--- src/rtl/cla_pkg.sv ---
// Shared constants and state encoding for the nibble-serial CLA sequencer.
package cla_pkg;
   localparam int NIB_W = 4;

   typedef enum logic [1:0] {
      IDLE,
      RUN,
      DRAIN,
      DONE
   } state_t;
endpackage

--- src/rtl/cla_nibble_seq_ctrl_if.sv ---
// Operand/result handshake bundle between the operand source and the sequencer.
interface cla_nibble_seq_ctrl_if #(parameter int WIDTH = 16);
   logic             in_valid;
   logic             in_ready;
   logic [WIDTH-1:0] in_a;
   logic [WIDTH-1:0] in_b;
   logic             in_cin;
   logic             out_valid;
   logic             out_ready;
   logic [WIDTH-1:0] out_sum;
   logic             out_cout;

   modport master (
      output in_valid, in_a, in_b, in_cin, out_ready,
      input  in_ready, out_valid, out_sum, out_cout
   );

   modport slave (
      input  in_valid, in_a, in_b, in_cin, out_ready,
      output in_ready, out_valid, out_sum, out_cout
   );
endinterface

--- src/rtl/cla_nibble_seq_ctrl.sv ---
// WIDTH-bit adder built by feeding one nibble per clock through an external registered CLA.
//
//   state | meaning
//   IDLE  | in_ready high, waiting for operands
//   RUN   | feeding nibble idx to the adder, collecting nibble idx-1
//   DRAIN | collecting the top nibble and final carry
//   DONE  | out_valid high until out_ready
module cla_nibble_seq_ctrl
   import cla_pkg::*;
#(
   parameter int WIDTH = 16
) (
   input  logic                  clk,
   input  logic                  rst_n,
   cla_nibble_seq_ctrl_if.slave  bus,
   output logic [NIB_W-1:0]      add_a,
   output logic [NIB_W-1:0]      add_b,
   output logic                  add_cin,
   input  logic [NIB_W-1:0]      add_sum,
   input  logic                  add_cout
);
   localparam int NUM_NIB = WIDTH / NIB_W;
   localparam int IDX_W   = (NUM_NIB > 1) ? $clog2(NUM_NIB) : 1;
   localparam logic [IDX_W-1:0] LAST_IDX = IDX_W'(NUM_NIB - 1);

   if (WIDTH < NIB_W || (WIDTH % NIB_W) != 0) begin : g_width_check
      $error("cla_nibble_seq_ctrl: WIDTH must be a multiple of 4 and >= 4");
   end

   state_t                 state;
   logic [IDX_W-1:0]       idx;
   logic [WIDTH-1:0]       a_q;
   logic [WIDTH-1:0]       b_q;
   logic [WIDTH-1:0]       sum_q;
   logic                   cout_q;
   logic                   cin_q;
   logic                   chain_q;
   logic                   in_ready_q;
   logic                   out_valid_q;

   logic [WIDTH-1:0]       a_next;
   logic [WIDTH-1:0]       b_next;
   logic [WIDTH+NIB_W-1:0] sum_cat;
   logic [WIDTH-1:0]       sum_shift;

   // Operands shift down a nibble per pass; result nibbles enter from the top.
   assign a_next    = a_q >> NIB_W;
   assign b_next    = b_q >> NIB_W;
   assign sum_cat   = {add_sum, sum_q};
   assign sum_shift = sum_cat[WIDTH+NIB_W-1:NIB_W];

   // After nibble 0 the carry comes straight from the adder's registered cout.
   assign add_cin = chain_q ? add_cout : cin_q;

   assign bus.in_ready  = in_ready_q;
   assign bus.out_valid = out_valid_q;
   assign bus.out_sum   = sum_q;
   assign bus.out_cout  = cout_q;

   always_ff @(posedge clk or negedge rst_n) begin
      if (!rst_n) begin
         state       <= IDLE;
         idx         <= '0;
         a_q         <= '0;
         b_q         <= '0;
         sum_q       <= '0;
         cout_q      <= 1'b0;
         cin_q       <= 1'b0;
         chain_q     <= 1'b0;
         in_ready_q  <= 1'b1;
         out_valid_q <= 1'b0;
         add_a       <= '0;
         add_b       <= '0;
      end else begin
         case (state)
            IDLE: begin
               if (bus.in_valid) begin
                  a_q        <= bus.in_a;
                  b_q        <= bus.in_b;
                  add_a      <= bus.in_a[NIB_W-1:0];
                  add_b      <= bus.in_b[NIB_W-1:0];
                  cin_q      <= bus.in_cin;
                  chain_q    <= 1'b0;
                  idx        <= '0;
                  in_ready_q <= 1'b0;
                  state      <= RUN;
               end
            end
            RUN: begin
               if (idx != '0) begin
                  sum_q <= sum_shift;
               end
               cin_q <= 1'b0;
               if (idx == LAST_IDX) begin
                  add_a   <= '0;
                  add_b   <= '0;
                  chain_q <= 1'b0;
                  state   <= DRAIN;
               end else begin
                  idx     <= idx + 1'b1;
                  a_q     <= a_next;
                  b_q     <= b_next;
                  add_a   <= a_next[NIB_W-1:0];
                  add_b   <= b_next[NIB_W-1:0];
                  chain_q <= 1'b1;
               end
            end
            DRAIN: begin
               sum_q       <= sum_shift;
               cout_q      <= add_cout;
               idx         <= '0;
               out_valid_q <= 1'b1;
               state       <= DONE;
            end
            DONE: begin
               if (bus.out_ready) begin
                  out_valid_q <= 1'b0;
                  in_ready_q  <= 1'b1;
                  state       <= IDLE;
               end
            end
            default: state <= IDLE;
         endcase
      end
   end
endmodule

--- src/flat_wrapper.sv ---
// flat-port wrapper written by rule: the top's interface ports become plain ports
module cla_nibble_seq_ctrl_flat import cla_pkg::*;
#(
   parameter int WIDTH = 16
)
  (clk, rst_n, add_a, add_b, add_cin, add_sum, add_cout, bus_in_valid, bus_in_a, bus_in_b, bus_in_cin, bus_out_ready, bus_in_ready, bus_out_valid, bus_out_sum, bus_out_cout);
  cla_nibble_seq_ctrl_if #(.WIDTH(WIDTH)) bus_i ();
  input  logic clk;
  input  logic rst_n;
  output logic [NIB_W-1:0] add_a;
  output logic [NIB_W-1:0] add_b;
  output logic add_cin;
  input  logic [NIB_W-1:0] add_sum;
  input  logic add_cout;
  input wire logic [$bits(bus_i.in_valid)-1:0] bus_in_valid;
  input wire logic [$bits(bus_i.in_a)-1:0] bus_in_a;
  input wire logic [$bits(bus_i.in_b)-1:0] bus_in_b;
  input wire logic [$bits(bus_i.in_cin)-1:0] bus_in_cin;
  input wire logic [$bits(bus_i.out_ready)-1:0] bus_out_ready;
  output wire logic [$bits(bus_i.in_ready)-1:0] bus_in_ready;
  output wire logic [$bits(bus_i.out_valid)-1:0] bus_out_valid;
  output wire logic [$bits(bus_i.out_sum)-1:0] bus_out_sum;
  output wire logic [$bits(bus_i.out_cout)-1:0] bus_out_cout;
  assign bus_i.in_valid = bus_in_valid;
  assign bus_i.in_a = bus_in_a;
  assign bus_i.in_b = bus_in_b;
  assign bus_i.in_cin = bus_in_cin;
  assign bus_i.out_ready = bus_out_ready;
  assign bus_in_ready = bus_i.in_ready;
  assign bus_out_valid = bus_i.out_valid;
  assign bus_out_sum = bus_i.out_sum;
  assign bus_out_cout = bus_i.out_cout;
  cla_nibble_seq_ctrl #(.WIDTH(WIDTH)) u_core (.clk(clk), .rst_n(rst_n), .bus(bus_i), .add_a(add_a), .add_b(add_b), .add_cin(add_cin), .add_sum(add_sum), .add_cout(add_cout));
endmodule
--- config.mk ---
export PLATFORM = sky130hd
export DESIGN_NAME = cla_nibble_seq_ctrl_flat
export DESIGN_NICKNAME = d
export VERILOG_FILES = /design/src/rtl/cla_pkg.sv /design/src/rtl/cla_nibble_seq_ctrl_if.sv /design/src/rtl/cla_nibble_seq_ctrl.sv /design/src/flat_wrapper.sv
export SDC_FILE = /design/constraint.sdc
export NUM_CORES = 1
export LEC_CHECK = 0
export CORE_ASPECT_RATIO = 1.2
export CORE_MARGIN = 3
export CORE_UTILIZATION = 38
export DETAILED_ROUTE_END_ITERATION = 10
export DONT_BUFFER_PORTS = 1
export PLACE_DENSITY_LB_ADDON = 0.08
export SYNTH_ARGS = -nofsm -noshare
export SYNTH_HDL_FRONTEND = slang
export SYNTH_SLANG_ARGS = --single-unit
--- constraint.sdc ---
create_clock -name clk -period 2.05 [get_ports clk]
set_input_delay 0.3075 -clock clk [delete_from_list [all_inputs] [get_ports clk]]
set_output_delay 0.3075 -clock clk [all_outputs]
set_load 0.02 [all_outputs]
==> key figures <==
Global route
  – First-pass GRT wire length: 9252 µm
  – Vias in the first global route: 1771
  – GRT overflow: 0
  – Initial antenna violation count: 0
  – Total global routing track utilization: 14.29%
  – Largest net degree at the start of global routing: 58

Timing
  – Final Max Tran Viols: 0
  – Max Clock Skew: 0.007409 ns
  – Final worst path period share: 92.76%
  – RSZ-0062 raised after global routing: no
  – Slew headroom: 79.38%
  – Final Hold Viols: 0
  – Slew @ Worst Pin: 0.3092 ns
  – Setup TNS: 0 ns
  – F_max: 0.5259 GHz
  – Count of final setup violators: 0
  – Final min period: 1.902 ns

Placed design
  – DPL Wire Length: 3849 µm
  – Routability congestion estimate: 0.7065
  – Input/output buffers: 0
  – Placed cells: 301

Floorplan
  – Row Count: 33
  – Core area: 6978 µm²
  – DIE AREA: 8379 µm²
  – Initial Util: 39.82%
  – Die width: 84.07 µm
  – IO Pins: 70
  – Die Y: 99.68 µm

Setup path
  – CP Data Required Time: 2.27 ns
  – R2r setup slk: 0.15 ns
  – CP cell instances: inv_1 -> ha_1 -> buf_12 -> mux2i_4 -> buf_6 -> mux2_2
  – Buf/Inv on CP: 3
  – Worst path slowest cell: dfrtp_1
  – Crit path max-delay family: multiplexers
  – Crit. End Element: register
  – Reg2reg start: u_core.state[1]
  – CP Max Fanout: 37
  – Crit path DAT: 2.12 ns
  – CP max stage delay: 0.43 ns
  – WS Path Type: reg2reg
  – Worst setup SP type: register
  – FF-to-FF path depth: 6
  – Critical Path Stages: 6
  – Reg2Reg Capture Point: u_core.bus.out_sum[5]

Route
  – Vias: 1630
  – Drt via density: 5.110
  – Post-DRT Antenna Nets: 0
  – Number of DRC markers in iteration 0: 66
  – DRC viols: 0
  – Drt wl/cell: 17.63 µm
  – Total wire length: 5624 µm
  – TritonRoute pass-1 iters: 4

Synth
  – Mapped Area: 2779 µm²
  – Distinct cell type count after synthesis: 31
  – Fraction of registers with async set/reset: 100.0%
  – Synth area leader: dfrtp_1
  – Mapped Cells: 220
  – Most numerous cell in the Yosys netlist: dfrtp_1
  – Synth Flop Type: dfrtp_1
  – Yosys warns: 0
  – Syn nets: 270
  – Avg Synthesized Cell Area: 12.63 µm²
  – Flops & latches, synth: 57
  – Largest cells by area after synthesis: dfrtp_1, mux2_2, mux2_4
  – Share of the synthesized area in the top cell type: 50.43%
  – EDFF count, synth: 0
  – Seq/Total Area, Yosys: 51.37%
  – Most frequent cells after synthesis: dfrtp_1, mux2_2, o21ai_0

Cells and area
  – Number of fill cells: 663
  – Layout area overhead: 12.70%
  – Non-filler cells in the finished layout: 319
  – Reg area: 1428 µm²
  – Diodes inserted: 0
  – Final #Nets: 277
  – Layout cells sized above 1: 33.62%
  – Area of the multi-input gates: 1211 µm²

Run
  – Max Cap Violations: 0

Clock network
  – Clock Path Buffers: 2
  – Clk sinks: 57
  – Root cell of the clock tree: clkbuf_8
  – H-Tree Depth: 3
  – TritonCTS clock tree: built
  – TritonCTS buffer count: 9
  – Worst skew pair latency: 0.34 ns
  – Clock-pin slew on the worst setup and hold paths: 0.07 ns

Outcome
  – Outcome: finished, final reports clean

Pwr
  – Leak: 1.393 nW
  – Pwr per Cell Area: 1910 nW/µm²
  – Power, Total: 0.005982 W
  – Peak supply drop: 0.9213 mV

Min path
  – Hold depth: 1
  – Hold wc startpoint: add_cout
  – Hold path endpoint: u_core.bus.out_cout
  – Hold Path Class: in2reg
[where the power goes]
part,leakage [nW],internal (W),switching [W],total (W)
logic,0.586,0.00137,0.00106,0.00243
clock network,0.113,0.000716,0.000456,0.00117
registers,0.693,0.00169,0.000696,0.00238
total,1.39,0.00377,0.00221,0.00598
[worst max-delay path by stage]
stage,endpoint,start,slack [ns]
2_1_floorplan,u_core.bus.out_sum[10],u_core.state[1],0.33
3_3_place_gp,u_core.bus.out_sum[14],u_core.state[1],0.18
3_5_place_dp,u_core.bus.out_sum[5],u_core.state[1],0.10
4_1_cts,u_core.bus.out_sum[5],u_core.state[1],0.08
5_1_grt,u_core.bus.out_sum[5],u_core.state[1],0.05
6_report,u_core.bus.out_sum[5],u_core.state[1],0.15
[metal layers]
layer  global-route usage [%]  routed length (µm)  vias up
met1                    17.42                2441      795
met5                        0                   0        -
met2                    21.45                2634       49
li1                         -                   -      778
met3                    6.877                 448        8
met4                    6.312                  98        0
[cell families after synthesis]
logic type / after synthesis / share of synthesized area, %
flops: 57 / 51.37
fa+ha+maj: 8 / 3.602
buf+inv: 26 / 5.043
simple gates: 39 / 8.464
mux: 56 / 24.67
compound gates: 34 / 6.844
[sequential cells by signal, summed over array words and instances (netlist names)]
register / cells
u_core.add_a: 4
u_core.bus.in_ready: 1
u_core.chain_q: 1
u_core.b_q: 12
u_core.bus.out_sum: 16
u_core.state: 2
u_core.bus.out_valid: 1
u_core.add_b: 4
u_core.cin_q: 1
u_core.a_q: 12
u_core.idx: 2
u_core.bus.out_cout: 1
[layout by cell type (no fill, tap or decap), types with 2 or more instances in the layout]
cell type / synthesis / layout
nor2b_1: 10 / 10
nand2b_1: 2 / 2
bufinv_16: 0 / 2
o21ai_0: 19 / 19
clkinv_2: 0 / 2
inv_1: 14 / 14
mux2i_1: 3 / 3
nand4b_1: 4 / 4
buf_4: 0 / 3
dfrtp_1: 56 / 56
ha_1: 8 / 8
nand4_1: 4 / 4
mux2_4: 12 / 12
nand2_1: 13 / 13
mux2_2: 38 / 38
clkbuf_8: 0 / 10
a21oi_1: 10 / 10
buf_12: 0 / 2
[per-stage QoR]
stage          hold slack [ns]  util [%]  worst slack [ns]  area, µm²
6_report                0.1185     44.88            0.1483       3132
5_1_grt                0.09866     44.88           0.04873       3132
4_1_cts                 0.1007     44.83           0.08255       3128
3_5_place_dp           0.01437     41.13            0.1017       2870
3_3_place_gp           0.01413     41.13            0.1778       2870
2_1_floorplan          0.01191         -            0.3333       2779
[worst register-to-register path, cell delays in order (launching register included)]
cell,delay (ns)
dfrtp_1,0.43
inv_1,0.12
ha_1,0.20
buf_12,0.22
mux2i_4,0.26
buf_6,0.20
mux2_2,0.35
[final cells by class]
class / count / area share, %
inverters: 14 / 1.678
repair buffers: 8 / 3.556
clock inverters: 5 / 2.517
multi-input cells: 137 / 38.67
well taps: 87 / 3.476
clock buffers: 11 / 4.515
flip-flops and latches: 57 / 45.59
[timing repair]
action / CTS / global route
endpoints found under the setup margin: 0 / 2
buffers inserted: 0 / 0
hold buffers: 2 / 0
resized for setup: 0 / 1
hold endpoints to repair: 57 / 0
(Power assumes the default switching activity.)
